### src/rtl/zynet_pkg.sv
// Shared zyNet definitions: loader FSM states, layer indices and the default
// parameter-RAM geometry used by both the network and the weight loader.
package zynet_pkg;
  typedef enum logic [1:0] {IDLE, LOAD, DONE} loader_state_t;

  localparam int CONV0 = 0;
  localparam int FC0   = 1;
  localparam int BN0   = 2;
  localparam int FC1   = 3;
  localparam int NUM_LAYERS = 4;

  localparam int DEF_MEM_WORD_SIZE     = 21;
  localparam int DEF_LAYER_SELECT_BITS = 2;
  localparam int DEF_RAM_SELECT_BITS   = 8;
  localparam int DEF_RAM_ADDRESS_BITS  = 9;
  localparam int DEF_L0_RAMS  = 256;
  localparam int DEF_L0_DEPTH = 33;
  localparam int DEF_L1_RAMS  = 256;
  localparam int DEF_L1_DEPTH = 257;
  localparam int DEF_L2_RAMS  = 4;
  localparam int DEF_L2_DEPTH = 256;
  localparam int DEF_L3_RAMS  = 10;
  localparam int DEF_L3_DEPTH = 257;
endpackage

### src/rtl/weight_addr_counter.sv
// Mixed-radix {layer, ram, addr} counter; the ram/addr wrap limits are chosen
// by the current layer so each layer can have its own geometry.
module weight_addr_counter
  import zynet_pkg::*;
#(
  parameter int LSB = 2,
  parameter int RSB = 8,
  parameter int RAB = 9
) (
  input  logic                                 clk_i,
  input  logic                                 rst_i,
  input  logic                                 clr_i,
  input  logic                                 inc_i,
  input  logic [NUM_LAYERS-1:0][RSB-1:0]       ram_lim_i,
  input  logic [NUM_LAYERS-1:0][RAB-1:0]       depth_lim_i,
  output logic [LSB+RSB+RAB-1:0]               addr_o,
  output logic                                 last_o
);
  logic [LSB-1:0] layer_q, layer_d;
  logic [RSB-1:0] ram_q, ram_d;
  logic [RAB-1:0] addr_q, addr_d;

  always_comb begin
    layer_d = layer_q;
    ram_d   = ram_q;
    addr_d  = addr_q;
    if (clr_i) begin
      layer_d = '0;
      ram_d   = '0;
      addr_d  = '0;
    end else if (inc_i) begin
      if (addr_q == depth_lim_i[layer_q]) begin
        addr_d = '0;
        if (ram_q == ram_lim_i[layer_q]) begin
          ram_d   = '0;
          layer_d = layer_q + 1'b1;
        end else begin
          ram_d = ram_q + 1'b1;
        end
      end else begin
        addr_d = addr_q + 1'b1;
      end
    end
  end

  always_ff @(posedge clk_i or posedge rst_i) begin
    if (rst_i) begin
      layer_q <= '0;
      ram_q   <= '0;
      addr_q  <= '0;
    end else begin
      layer_q <= layer_d;
      ram_q   <= ram_d;
      addr_q  <= addr_d;
    end
  end

  assign addr_o = {layer_q, ram_q, addr_q};
  assign last_o = (layer_q == LSB'(FC1)) && (ram_q == ram_lim_i[FC1]) &&
                  (addr_q == depth_lim_i[FC1]);
endmodule

### src/rtl/zynet_weight_loader.sv
// Streams raw parameter words into every zyNet parameter RAM, generating the
// {layer, ram, addr} write address and reporting when a full set is loaded.
module zynet_weight_loader
  import zynet_pkg::*;
#(
  parameter int MEM_WORD_SIZE     = DEF_MEM_WORD_SIZE,
  parameter int LAYER_SELECT_BITS = DEF_LAYER_SELECT_BITS,
  parameter int RAM_SELECT_BITS   = DEF_RAM_SELECT_BITS,
  parameter int RAM_ADDRESS_BITS  = DEF_RAM_ADDRESS_BITS,
  parameter int L0_RAMS  = DEF_L0_RAMS,
  parameter int L0_DEPTH = DEF_L0_DEPTH,
  parameter int L1_RAMS  = DEF_L1_RAMS,
  parameter int L1_DEPTH = DEF_L1_DEPTH,
  parameter int L2_RAMS  = DEF_L2_RAMS,
  parameter int L2_DEPTH = DEF_L2_DEPTH,
  parameter int L3_RAMS  = DEF_L3_RAMS,
  parameter int L3_DEPTH = DEF_L3_DEPTH
) (
  input  logic                     clk_i,
  input  logic                     reset_i,
  input  logic                     start_i,
  input  logic                     valid_i,
  input  logic [MEM_WORD_SIZE-1:0] data_i,
  output logic                     ready_o,
  output logic                     w_en_o,
  output logic [MEM_WORD_SIZE-1:0] w_data_o,
  output logic [LAYER_SELECT_BITS+RAM_SELECT_BITS+RAM_ADDRESS_BITS-1:0] w_addr_o,
  output logic                     busy_o,
  output logic                     done_o,
  output logic                     loaded_o
);
  localparam int AW = LAYER_SELECT_BITS + RAM_SELECT_BITS + RAM_ADDRESS_BITS;

  // Limits are stored as "last index" so the counter compares without subtracting.
  localparam logic [NUM_LAYERS-1:0][RAM_SELECT_BITS-1:0] RAM_LIM = {
    RAM_SELECT_BITS'(L3_RAMS - 1), RAM_SELECT_BITS'(L2_RAMS - 1),
    RAM_SELECT_BITS'(L1_RAMS - 1), RAM_SELECT_BITS'(L0_RAMS - 1)};
  localparam logic [NUM_LAYERS-1:0][RAM_ADDRESS_BITS-1:0] DEPTH_LIM = {
    RAM_ADDRESS_BITS'(L3_DEPTH - 1), RAM_ADDRESS_BITS'(L2_DEPTH - 1),
    RAM_ADDRESS_BITS'(L1_DEPTH - 1), RAM_ADDRESS_BITS'(L0_DEPTH - 1)};

  loader_state_t          state_q;
  logic                   ready_q, busy_q, done_q, loaded_q, w_en_q;
  logic [MEM_WORD_SIZE-1:0] w_data_q;
  logic [AW-1:0]          w_addr_q;
  logic [AW-1:0]          cnt_addr;
  logic                   cnt_last;
  logic                   hs, clr;

  assign hs  = valid_i & ready_q;
  assign clr = start_i & (state_q != LOAD);

  weight_addr_counter #(
    .LSB(LAYER_SELECT_BITS),
    .RSB(RAM_SELECT_BITS),
    .RAB(RAM_ADDRESS_BITS)
  ) u_cnt (
    .clk_i      (clk_i),
    .rst_i      (reset_i),
    .clr_i      (clr),
    .inc_i      (hs),
    .ram_lim_i  (RAM_LIM),
    .depth_lim_i(DEPTH_LIM),
    .addr_o     (cnt_addr),
    .last_o     (cnt_last)
  );

  always_ff @(posedge clk_i or posedge reset_i) begin
    if (reset_i) begin
      state_q  <= IDLE;
      ready_q  <= 1'b0;
      busy_q   <= 1'b0;
      done_q   <= 1'b0;
      loaded_q <= 1'b0;
      w_en_q   <= 1'b0;
      w_data_q <= '0;
      w_addr_q <= '0;
    end else begin
      w_en_q <= hs;
      done_q <= 1'b0;
      if (hs) begin
        w_data_q <= data_i;
        w_addr_q <= cnt_addr;
      end
      case (state_q)
        IDLE, DONE: if (start_i) begin
          state_q  <= LOAD;
          ready_q  <= 1'b1;
          busy_q   <= 1'b1;
          loaded_q <= 1'b0;
        end
        LOAD: if (hs && cnt_last) begin
          state_q  <= DONE;
          ready_q  <= 1'b0;
          busy_q   <= 1'b0;
          done_q   <= 1'b1;
          loaded_q <= 1'b1;
        end
        default: begin
          state_q <= IDLE;
          ready_q <= 1'b0;
          busy_q  <= 1'b0;
        end
      endcase
    end
  end

  assign ready_o  = ready_q;
  assign busy_o   = busy_q;
  assign done_o   = done_q;
  assign loaded_o = loaded_q;
  assign w_en_o   = w_en_q;
  assign w_data_o = w_data_q;
  assign w_addr_o = w_addr_q;
endmodule
### config.mk
export PLATFORM = sky130hd
export DESIGN_NAME = zynet_weight_loader
export DESIGN_NICKNAME = d
export VERILOG_FILES = /design/src/rtl/zynet_pkg.sv /design/src/rtl/weight_addr_counter.sv /design/src/rtl/zynet_weight_loader.sv
export SDC_FILE = /design/constraint.sdc
export NUM_CORES = 1
export LEC_CHECK = 0
export BUFFER_PORTS_ARGS = -buffer_cell sky130_fd_sc_hd__buf_2
export CAP_MARGIN = 20
export CORE_ASPECT_RATIO = 1.25
export CORE_MARGIN = 2
export CORE_UTILIZATION = 45
export CTS_BUF_LIST = sky130_fd_sc_hd__clkbuf_2 sky130_fd_sc_hd__clkbuf_4 sky130_fd_sc_hd__clkbuf_8
export CTS_CLUSTER_SIZE = 28
export DETAILED_ROUTE_END_ITERATION = 10
export GPL_ROUTABILITY_DRIVEN = 0
export PLACE_DENSITY = 0.69
export RECOVER_POWER = 100
export SETUP_SLACK_MARGIN = 0.1
export SLEW_MARGIN = 10
export SYNTH_ARGS = -nofsm -noshare
export SYNTH_HDL_FRONTEND = slang
export SYNTH_SLANG_ARGS = --single-unit
### constraint.sdc
create_clock -name clk_i -period 2.2 [get_ports clk_i]
set_clock_uncertainty 0.1 [all_clocks]
set_input_delay 0.33 -clock clk_i [delete_from_list [all_inputs] [get_ports clk_i]]
set_output_delay 0.33 -clock clk_i [all_outputs]
set_load 0.005 [all_outputs]
==> key figures, run 1 <==
Pwr
  – Total power: 3.16 mW
  – LEAKAGE: 1.95 nW
  – Max VDD drop: ~510 µV
  – PD cells: 825 nW/µm²

Floorplanning
  – Die Height: 94.5 µm
  – Rows: 33
  – Width of the die: between 70 and 80 µm
  – I/O pins: 70
  – Core Footprint: 6440 µm²
  – Die area: 7220 µm²
  – Starting Density: 45.8%

GRT
  – Initial antenna violation count: 0
  – Largest net degree at the start of global routing: 52
  – Gr ovfl total: 0
  – All-layer global routing usage: approximately a fifth
  – Global-route wire length before repair: 11300 µm
  – Vias in the first global route: 2452

STA
  – Slew Viols, Final: 0
  – Relative slew slack: approximately 37%
  – Final Hold Viols: 0
  – Final setup fails: 0
  – PnR worst setup slack: 0.0610 ns
  – F_max: 468 MHz
  – Unrepaired setup endpoints after global routing: yes
  – TNS Setup: 0 ns
  – Tcrit/Tclk final: 97.2%
  – Slew at the pin closest to its max-slew limit: 0.945 ns
  – Min cycle time layout: 2.14 ns

Place
  – Post-DP HPWL: 4910 µm
  – Post-place setup slack: -0.0108 ns
  – Placed inst area: 3480 µm²
  – Buffers on Ports: 69

Critical path
  – CP peak stage delay: 0.54 ns
  – Worst Setup Start Kind: register
  – R2R depth: 7
  – Nature of the critical path endpoint: register
  – CP required: 2.32 ns
  – Critical Path AT: ~2.3 ns
  – Worst flop-to-flop path endpoint: u_cnt.addr_q[7]$_DFFE_PP0P_
  – Worst-path fanout max: 5
  – Setup CP Type: reg -> reg
  – Most common cell on crit path: buf_4
  – Slowest CP cell: or4_4
  – Worst flop-to-flop path startpoint: u_cnt.addr_q[7]$_DFFE_PP0P_
  – Critical-path cell list: or4_4 -> nor4_4 -> buf_4 -> o21ai_2 -> buf_4 -> a31oi_1 -> o22ai_1
  – Flop-to-flop setup slack: 0.06 ns

Finish
  – Final-stage net count: 452
  – Diode count: 0
  – Area of the multi-input gates: 1290 µm²
  – Seq. cell area: 1630 µm²
  – Post-route cell area: 3830 µm²
  – Filler cells: between 500 and 600
  – Synthesis-to-layout area growth: 29.8%
  – Share of cells above drive strength 1: 25.4%
  – Final Core Density: 59.5%

Worst hold path
  – Worst hold start: data_i[4]
  – WHS Path Cells: 3
  – Class of the worst hold path: in -> reg
  – WHS Endpoint: w_data_o[4]$_DFFE_PP0P_

CTS
  – Root buf cell: clkbuf_8
  – Worst-Skew Late Latency: about 0.35 ns
  – TritonCTS clock tree: done
  – Sink Count: 65
  – CTS H-Tree Depth: 3
  – Worst-path clk slew: 0.08 ns
  – Longest Clk Path Bufs: 2
  – Num CTS Buffers: 9

Logic synthesis
  – Cell Area, Synth: 2950 µm²
  – Yosys warns: 0
  – #FFs+latches synth: 65
  – Post-synth top area cell: dfrtp_1
  – Syn Area/Cell: slightly above 9 µm²
  – Post-synthesis sequential area ratio: between 50% and 60%
  – Area contributors post-synth: dfrtp_1, nand2_1, ha_1
  – Async SR Flop Fraction: 100%
  – Syn Inst Count: 326
  – Net count after synthesis: around 360
  – Area share of the largest cell type after synthesis: between 50% and 60%
  – Most used DFF post-synth: dfrtp_1
  – Unique cell type count in the Yosys netlist: 46
  – EDFF count, synth: 0

Routing
  – DRT iter0 DRCs: 205
  – 1st-pass router iterations: 4
  – Wire per inst: 14.0 µm
  – Antenna Nets Post-Route: 0
  – DR vias/cell: 5.12
  – Vias post-DR: 2620
  – DR DRC count: 0
  – Total Wirelength: 7160 µm

Outcome
  – Outcome: finished clean

Flow run
  – Maximum Capacitance Violations: 0
worst max path at each step:
| stage | depth (start not counted) | endpoint | slack [ns] | start |
|---|---|---|---|---|
| after detailed placement | 6 | u_cnt.ram_q[5]$_DFFE_PP0P_ | -0.01 | u_cnt.layer_q[1]$_DFFE_PP0P_ |
| after global placement | 7 | u_cnt.ram_q[5]$_DFFE_PP0P_ | 0.13 | u_cnt.layer_q[0]$_DFFE_PP0P_ |
| after CTS | 6 | u_cnt.layer_q[0]$_DFFE_PP0P_ | 0.09 | u_cnt.addr_q[7]$_DFFE_PP0P_ |
| after floorplan | 1 | busy_o$_DFFE_PP0P_ | 0.14 | reset_i |
| final | 7 | u_cnt.addr_q[7]$_DFFE_PP0P_ | 0.06 | u_cnt.addr_q[7]$_DFFE_PP0P_ |
| after global routing | 6 | u_cnt.layer_q[1]$_DFFE_PP0P_ | -0.01 | u_cnt.addr_q[7]$_DFFE_PP0P_ |
what timing repair did:
action / in CTS / in global routing
resized for setup: 2 / 13
pin swaps: 0 / 11
setup endpoints to repair: 6 / 15
hold endpoints to repair: 23 / 0
hold buffers: 1 / 0
setup buffers: 0 / 12
registers in the layout (all words and copies together) (netlist names):
name,cells
u_cnt.ram_q,8
u_cnt.addr_q,9
done_o,1
w_en_o,1
busy_o,1
w_addr_o,19
w_data_o,21
loaded_o,1
u_cnt.layer_q,2
state_q,2
synthesized netlist by cell type (2+ instances only):
master,instances
a21oi_1,12
nor3_1,5
nand2b_1,5
inv_1,14
a21o_1,2
nand4b_1,2
nor4_1,2
o21ai_0,15
or2_2,2
nand2_1,116
or3_1,3
ha_1,6
buf_4,2
dfrtp_1,65
and3_1,3
o31ai_1,2
nand4_1,2
xnor2_1,3
xor2_1,2
nand3_1,11
o22ai_1,7
nor2_1,8
a31oi_1,5
clkbuf_1,10
metrics by stage:
step / hold slack (ns) / cells
floorplan: 0.335 / 326
global placement: 0.293 / 484
detailed placement: 0.302 / 484
CTS: 0.0504 / 500
global route: 0.0632 / 512
finish: 0.0637 / 512
layout make-up:
cell class | count | share of cell area, %
tap | 87 | 2.84
timing repair buffer | 98 | 14.6
clock inverter | 5 | 1.47
multi-input combinational | 232 | 33.6
sequential | 65 | 42.5
inverter | 15 | 1.47
clock buffer | 10 | 3.59
power breakdown:
group	switching [mW]	internal [mW]
clock network	0.455	0.545
registers	0.129	1.37
logic	0.391	0.269
total	0.974	2.19
layer usage:
layer / global-route usage, % / part of all wire (%) / vias to the layer above
met2: 33.8 / 51 / 80
met1: 24.3 / 41 / 1244
met5: 0 / 0 / -
met3: 4.49 / 4.8 / 22
met4: 10.6 / 3.3 / 0
li1: - / - / 1274
worst max-delay path: cells and delay by family (launching register included):
family                 cells  cell delay [ns]
AO/OA/AOI/OAI              3             0.38
buffers and inverters      2             0.37
flip-flops                 1             0.38
AND/OR/NAND/NOR            2             0.79
cells by family after synthesis:
group,share of synthesized area (%)
compound gates,11.5
flops,55.1
simple gates,25.0
mux,0.382
buf+inv,3.99
xor+xnor,1.48
fa+ha+maj,2.54
layout by cell type (no fill, tap or decap), types with 2 or more instances in the layout:
cell / instances
a21o_1: 2
o22ai_1: 6
a31oi_1: 4
nand4b_1: 2
nand2_1: 116
xor2_1: 2
buf_2: 47
and3_1: 3
or3_1: 3
ha_1: 6
clkbuf_2: 2
buf_4: 23
clkbuf_1: 22
buf_12: 2
nor3_1: 4
inv_1: 14
a21oi_2: 3
nand3_1: 9
o21ai_0: 14
xnor2_1: 3
a21oi_1: 9
or2_2: 2
nand2b_1: 5
dfrtp_1: 65
nor4_1: 2
clkbuf_8: 10
nand4_1: 2
clkinv_2: 2
nor2_1: 8
nand3_2: 2
Note: power is estimated with default switching activity, not from simulation.
==> run 2: changes to the inputs <==
--- a/config.mk
+++ b/config.mk
@@ -6,7 +6,6 @@
 export NUM_CORES = 1
 export LEC_CHECK = 0
 export BUFFER_PORTS_ARGS = -buffer_cell sky130_fd_sc_hd__buf_2
-export CAP_MARGIN = 20
 export CORE_ASPECT_RATIO = 1.25
 export CORE_MARGIN = 2
 export CORE_UTILIZATION = 45
@@ -14,10 +13,11 @@
 export CTS_CLUSTER_SIZE = 28
 export DETAILED_ROUTE_END_ITERATION = 10
 export GPL_ROUTABILITY_DRIVEN = 0
-export PLACE_DENSITY = 0.69
+export PLACE_DENSITY = 0.67
 export RECOVER_POWER = 100
 export SETUP_SLACK_MARGIN = 0.1
 export SLEW_MARGIN = 10
 export SYNTH_ARGS = -nofsm -noshare
 export SYNTH_HDL_FRONTEND = slang
+export SYNTH_HIERARCHICAL = 1
 export SYNTH_SLANG_ARGS = --single-unit
==> key figures, run 2 <==
Outcome
  – Outcome: finished with violations
  – Failing checks: negative setup slack

Pwr
  – Total power: 3.13 mW
  – PD cells: 636 nW/µm²
  – LEAKAGE: roughly 2.3 nW
  – Comb pwr share: 21.3%
  – Max VDD drop: 284 µV
  – Clock power share: approximately a third
  – Power Internal: 2.23 mW
  – Switching share of total power: 28.6%
  – Sequential power share: a little under half
  – Switch Pwr: 0.896 mW

Finish
  – Most frequent cells in the layout: conb_1, dfrtp_1, buf_2
  – Post-route cell area: 4920 µm²
  – Commonest non-fill, non-tap cell in the layout: conb_1
  – Final-stage net count: roughly 520
  – Max reg flops: 21
  – Seq. cell area: 1630 µm²
  – Diode count: 0
  – Synthesis-to-layout area growth: 25.7%
  – Filler cells: 803
  – Area of the multi-input gates: between 2000 and 2500 µm²
  – Share of cells above drive strength 1: 27.9%
  – Layout Cells excl Fill: 595

Critical path
  – Worst Setup Start Kind: register
  – Most common cell on crit path: nand2_1
  – CP peak stage delay: between 0.4 and 0.5 ns
  – Critical-path cell list: buf_6 -> mux4_2 -> xnor2_1 -> nand2_1 -> or3_4 -> nor3_4 -> nand2_1 -> a32o_1
  – CP required: 2.33 ns
  – Worst flop-to-flop path startpoint: u_cnt/layer_q[0]$_DFFE_PP0P_
  – Slowest CP cell: mux4_2
  – Nature of the critical path endpoint: register
  – Flop-to-flop setup slack: -0.27 ns
  – Worst flop-to-flop path endpoint: u_cnt/ram_q[4]$_DFFE_PP0P_
  – Crit path from: u_cnt/layer_q[0]$_DFFE_PP0P_
  – R2R depth: 8
  – Critical Path Sink: u_cnt/ram_q[4]$_DFFE_PP0P_
  – Setup CP Type: reg -> reg
  – Critical Path AT: roughly 2.6 ns
  – Worst-path fanout max: 4

Logic synthesis
  – Multiplexer share of the synthesized area: 25.5%
  – Syn Area/Cell: about 12 µm²
  – Cell Area, Synth: 3910 µm²
  – Yosys warns: 6
  – Largest family of logic cells by synthesized area: multiplexers
  – Post-Synth Adder-Cell Area: 0.960%
  – Post-synth top cells: dfrtp_1, mux2_4, xnor2_1, nand2_1, nor3_1
  – EDFF count, synth: 0
  – Async SR Flop Fraction: 100%
  – Most used DFF post-synth: dfrtp_1
  – Post-synthesis sequential area ratio: 41.6%
  – Area share of the largest cell type after synthesis: 41.6%
  – Unique cell type count in the Yosys netlist: 50
  – Post-synthesis compound-gate area fraction: 4.74%
  – #FFs+latches synth: 65
  – Syn Inst Count: 317
  – Top-count cell post-synth: dfrtp_1
  – Post-synth top area cell: dfrtp_1
  – Post-Synth XOR/XNOR Area: 9.86%
  – Area contributors post-synth: dfrtp_1, mux2_4, xnor2_1
  – Simple-Gate Fraction of Synth Area: 11.7%

CTS
  – Worst-path clk slew: roughly 0.070 ns
  – CTS H-Tree Depth: 3
  – Num CTS Buffers: 9
  – TritonCTS clock tree: done
  – Root buf cell: clkbuf_8
  – Worst-Skew Late Latency: 0.34 ns
  – Longest Clk Path Bufs: 2
  – Sink Count: 65

STA
  – Hold_ws: 0.0281 ns
  – F_max: 405 MHz
  – Final Hold Viols: 0
  – Relative slew slack: between 20 and 30%
  – Slew at the pin closest to its max-slew limit: 1.07 ns
  – Min cycle time layout: 2.47 ns
  – Unrepaired setup endpoints after global routing: yes
  – Slew Viols, Final: 0
  – PnR worst setup slack: -0.267 ns
  – Tcrit/Tclk final: 112%
  – Final setup fails: 17

Floorplanning
  – Rows: 38
  – Die area: between 9000 and 10000 µm²
  – I/O pins: 70
  – Die Height: 108 µm
  – Core Footprint: approximately 8600 µm²
  – Width of the die: 87.4 µm
  – Starting Density: 45.7%

Routing
  – Total Wirelength: 8160 µm
  – 1st-pass router iterations: 4
  – DR DRC count: 0
  – Wire per inst: 13.7 µm
  – DR vias/cell: 4.88
  – Antenna Nets Post-Route: 0
  – Vias post-DR: 2902
  – DRT iter0 DRCs: 137

Place
  – Placed inst area: slightly below 5000 µm²
  – Buffers on Ports: slightly below 70
  – Post-place setup slack: -0.203 ns
  – Post-DP HPWL: 6100 µm
  – Placed cells: 578

GRT
  – Gr ovfl total: 0
  – Global-route wire length before repair: 13300 µm
  – Vias in the first global route: 2889
  – Initial antenna violation count: 0
  – All-layer global routing usage: between 10% and 20%
  – Largest net degree at the start of global routing: 47

Flow run
  – Maximum Capacitance Violations: 0

Worst hold path
  – Class of the worst hold path: in -> async
run 2: cell type report:
cell class / count / area share, %
tap: 100 / 2.55
clock buffer: 11 / 2.95
inverter: 7 / 0.534
timing repair buffer: 103 / 11.8
clock inverter: 5 / 1.12
sequential: 65 / 33.1
multi-input combinational: 304 / 48.0
run 2: worst min-delay path by stage:
stage	from	to	slack, ns	cells past startpoint
final	reset_i	u_cnt/ram_q[6]$_DFFE_PP0P_	0.03	2
after global routing	data_i[8]	w_data_o[8]$_DFFE_PP0P_	0.08	2
after CTS	reset_i	w_addr_o[10]$_DFFE_PP0P_	0.03	3
after detailed placement	w_data_o[20]$_DFFE_PP0P_	w_data_o[20]$_DFFE_PP0P_	0.39	1
after global placement	w_data_o[16]$_DFFE_PP0P_	w_data_o[16]$_DFFE_PP0P_	0.39	1
after floorplan	reset_i	u_cnt/addr_q[0]$_DFFE_PP0P_	0.18	1
run 2: stage by stage:
| step | setup TNS [ns] | utilization (%) |
|---|---|---|
| detailed placement | -1.60 | 56.1 |
| floorplan | -1.28 | - |
| global placement | -1.03 | 56.1 |
| global route | -4.57 | 57.4 |
| CTS | -2.24 | 58.8 |
| finish | -2.31 | 57.4 |
run 2: cell families (layout without fill, tap and decap cells):
group | after synthesis | count (layout)
multiplexers | 62 | 62
AND/OR/NAND/NOR | 82 | 82
adder cells (fa/ha/maj) | 3 | 3
XOR/XNOR | 44 | 44
AO/OA/AOI/OAI | 28 | 28
other | 2 | 85
buffers and inverters | 31 | 126
flip-flops | 65 | 65
run 2: routing by layer:
metal  wire length (µm)  vias to the layer above  track usage, %  share of wire (%)
met1               3410                     1417            21.7                 42
met4                210                        0            10.5                2.6
met5                  0                        -               0                  0
met2               4180                       84            31.0                 51
li1                   -                     1386               -                  -
met3                362                       15            2.98                4.4
run 2: power groups by stage:
| stage | registers, mW | clock network, mW | logic [mW] |
|---|---|---|---|
| floorplan | 1.44 | 0 | 0.507 |
| global placement | 1.47 | 0 | 0.701 |
| detailed placement | 1.47 | 0 | 0.717 |
| CTS | 1.45 | 1.03 | 0.729 |
| global route | 1.47 | 1.09 | 0.747 |
| finish | 1.45 | 1.01 | 0.665 |
run 2: repair_timing:
action,CTS,global route
endpoints found under the setup margin,18,21
hold buffers,0,0
setup buffers,1,0
pin swaps,0,3
resized for setup,7,10
run 2: critical path: cells and delay by family, from the launching register on:
kind	cells	cell delay (ns)
simple gates	4	0.80
buf+inv	1	0.12
flops	1	0.40
compound gates	1	0.28
xor+xnor	1	0.15
mux	1	0.49
==> run 3: changes to the inputs <==
--- a/config.mk
+++ b/config.mk
@@ -9,7 +9,7 @@
 export CORE_ASPECT_RATIO = 1.25
 export CORE_MARGIN = 2
 export CORE_UTILIZATION = 45
-export CTS_BUF_LIST = sky130_fd_sc_hd__clkbuf_2 sky130_fd_sc_hd__clkbuf_4 sky130_fd_sc_hd__clkbuf_8
+export CTS_BUF_LIST = sky130_fd_sc_hd__clkbuf_4 sky130_fd_sc_hd__clkbuf_8
 export CTS_CLUSTER_SIZE = 28
 export DETAILED_ROUTE_END_ITERATION = 10
 export GPL_ROUTABILITY_DRIVEN = 0
==> constraint.sdc (replaced) <==
create_clock -name clk_i -period 2.9 [get_ports clk_i]
set_clock_uncertainty 0.1 [all_clocks]
set_input_delay 0.435 -clock clk_i [delete_from_list [all_inputs] [get_ports clk_i]]
set_output_delay 0.435 -clock clk_i [all_outputs]
set_load 0.005 [all_outputs]
==> key figures, run 3 (synthesized netlist as in run 2, its figures left out) <==
Critical path
  – CP bufs+invs: 1
  – Most common cell on crit path: nand2_1
  – Worst-path fanout max: 11
  – Worst flop-to-flop path endpoint: u_cnt/ram_q[4]$_DFFE_PP0P_
  – Setup CP Type: reg -> reg
  – Nature of the critical path endpoint: register
  – Slowest CP cell: dfrtp_2
  – Critical Path AT: 2.68 ns
  – Worst flop-to-flop path startpoint: u_cnt/layer_q[0]$_DFFE_PP0P_
  – Flop-to-flop setup slack: 0.35 ns
  – Critical-path cell list: buf_4 -> mux4_2 -> xnor2_1 -> nand2_1 -> or3_4 -> nor3_4 -> nand2_1 -> a32o_1
  – R2R depth: 8
  – Top cell family by delay on the critical path: simple AND/OR/NAND/NOR gates
  – CP required: 3.03 ns
  – CP peak stage delay: 0.49 ns
  – Worst Setup Start Kind: register
  – WP depth: 8

GRT
  – Largest net degree at the start of global routing: 47
  – Initial antenna violation count: 0
  – All-layer global routing usage: about 18%
  – Gr ovfl total: 0
  – Global-route wire length before repair: 12900 µm
  – Vias in the first global route: 2680

Finish
  – Seq. cell area: ~1600 µm²
  – Area of the multi-input gates: 2240 µm²
  – Final-stage net count: roughly 500
  – Share of cells above drive strength 1: 17.6%
  – Diode count: 0
  – Most frequent cells in the layout: conb_1, dfrtp_1, buf_2
  – Commonest non-fill, non-tap cell in the layout: conb_1
  – Max reg flops: 21
  – Synthesis-to-layout area growth: 16.7%
  – Filler cells: approximately 800

STA
  – Final Hold Viols: 0
  – Final setup fails: 0
  – Unrepaired setup endpoints after global routing: no
  – Slew at the pin closest to its max-slew limit: 1.68 ns
  – Relative slew slack: -11.8%
  – TNS Setup: 0 ns
  – Slew Viols, Final: 47
  – Tcrit/Tclk final: 87.9%
  – F_max: 392 MHz
  – Hold_ws: 0.113 ns
  – Min cycle time layout: ~2.5 ns

Routing
  – 1st-pass router iterations: 4
  – DR DRC count: 0
  – Wire per inst: 13.9 µm
  – Total Wirelength: 7840 µm
  – DRT iter0 DRCs: 137
  – Vias post-DR: around 2800
  – Antenna Nets Post-Route: 0
  – DR vias/cell: 4.88

Pwr
  – PD cells: 506 nW/µm²
  – LEAKAGE: about 2.1 nW
  – Max VDD drop: ~200 µV

Floorplanning
  – Width of the die: between 80 and 90 µm
  – Core Footprint: between 8000 and 9000 µm²
  – Rows: 38
  – Starting Density: 45.7%
  – Die Height: 108 µm
  – I/O pins: 70
  – Die area: ~9500 µm²

CTS
  – CTS H-Tree Depth: 3
  – Worst-Skew Late Latency: 0.35 ns
  – Setup bufs post-CTS: 0
  – TritonCTS clock tree: done
  – Num CTS Buffers: 9
  – Root buf cell: clkbuf_8
  – Worst-path clk slew: approximately 0.070 ns
  – Longest Clk Path Bufs: 2
  – Sink Count: 65

Outcome
  – Outcome: finished with violations
  – Failing checks: max-capacitance violations, max-slew violations

Place
  – Buffers on Ports: 69
  – Post-DP HPWL: 5820 µm

Worst hold path
  – Class of the worst hold path: in -> async

Flow run
  – Maximum Capacitance Violations: 1
==> run 3: worst max path at each step <==
stage / start / endpoint / slack [ns]
final: u_cnt/layer_q[0]$_DFFE_PP0P_ / u_cnt/ram_q[4]$_DFFE_PP0P_ / 0.35
after global routing: u_cnt/layer_q[0]$_DFFE_PP0P_ / u_cnt/layer_q[0]$_DFFE_PP0P_ / 0.14
after CTS: u_cnt/layer_q[0]$_DFFE_PP0P_ / u_cnt/ram_q[4]$_DFFE_PP0P_ / 0.26
after detailed placement: u_cnt/layer_q[1]$_DFFE_PP0P_ / u_cnt/ram_q[4]$_DFFE_PP0P_ / 0.28
after global placement: u_cnt/layer_q[0]$_DFFE_PP0P_ / u_cnt/ram_q[3]$_DFFE_PP0P_ / 0.34
after floorplan: u_cnt/layer_q[0]$_DFFE_PP0P_ / u_cnt/ram_q[4]$_DFFE_PP0P_ / 0.45
==> run 3: layer usage <==
metal,global-route usage [%],share of wire (%),up-vias
met5,0,0,-
met4,7.36,2.1,0
met3,4.89,5.4,13
met2,30.4,51,83
met1,21.4,42,1330
li1,-,-,1334
==> run 3: layout make-up <==
type / count / area share, %
multi-input cells: 304 / 49.0
repair buffers: 73 / 7.43
inverters: 7 / 0.576
clock buffers: 10 / 3.02
clock inverters: 6 / 1.48
flip-flops and latches: 65 / 35.7
well taps: 100 / 2.74
==> run 3: through the flow <==
step                      power [mW]  util [%]  std cells  worst slack [ns]  instance area (µm²)
after global routing            2.45      53.3        565             0.138                 4560
after global placement          1.61      53.0        549             0.337                 4540
final                           2.31      53.3        565             0.351                 4560
after CTS                       2.40      55.4        565             0.262                 4740
after floorplan                 1.46         -        400             0.452                 4220
after detailed placement        1.62      53.0        549             0.283                 4540
==> run 3: report_power, final <==
| group | switching, mW | total, mW | internal, mW |
|---|---|---|---|
| logic | 0.203 | 0.410 | 0.207 |
| clock network | 0.357 | 0.778 | 0.421 |
| registers | 0.115 | 1.12 | 1.01 |
==> run 3: repair_timing <==
action	CTS	global route
hold buffers	0	0
endpoints found under the hold margin	0	0
setup endpoints to repair	0	5
gates resized for setup	0	2
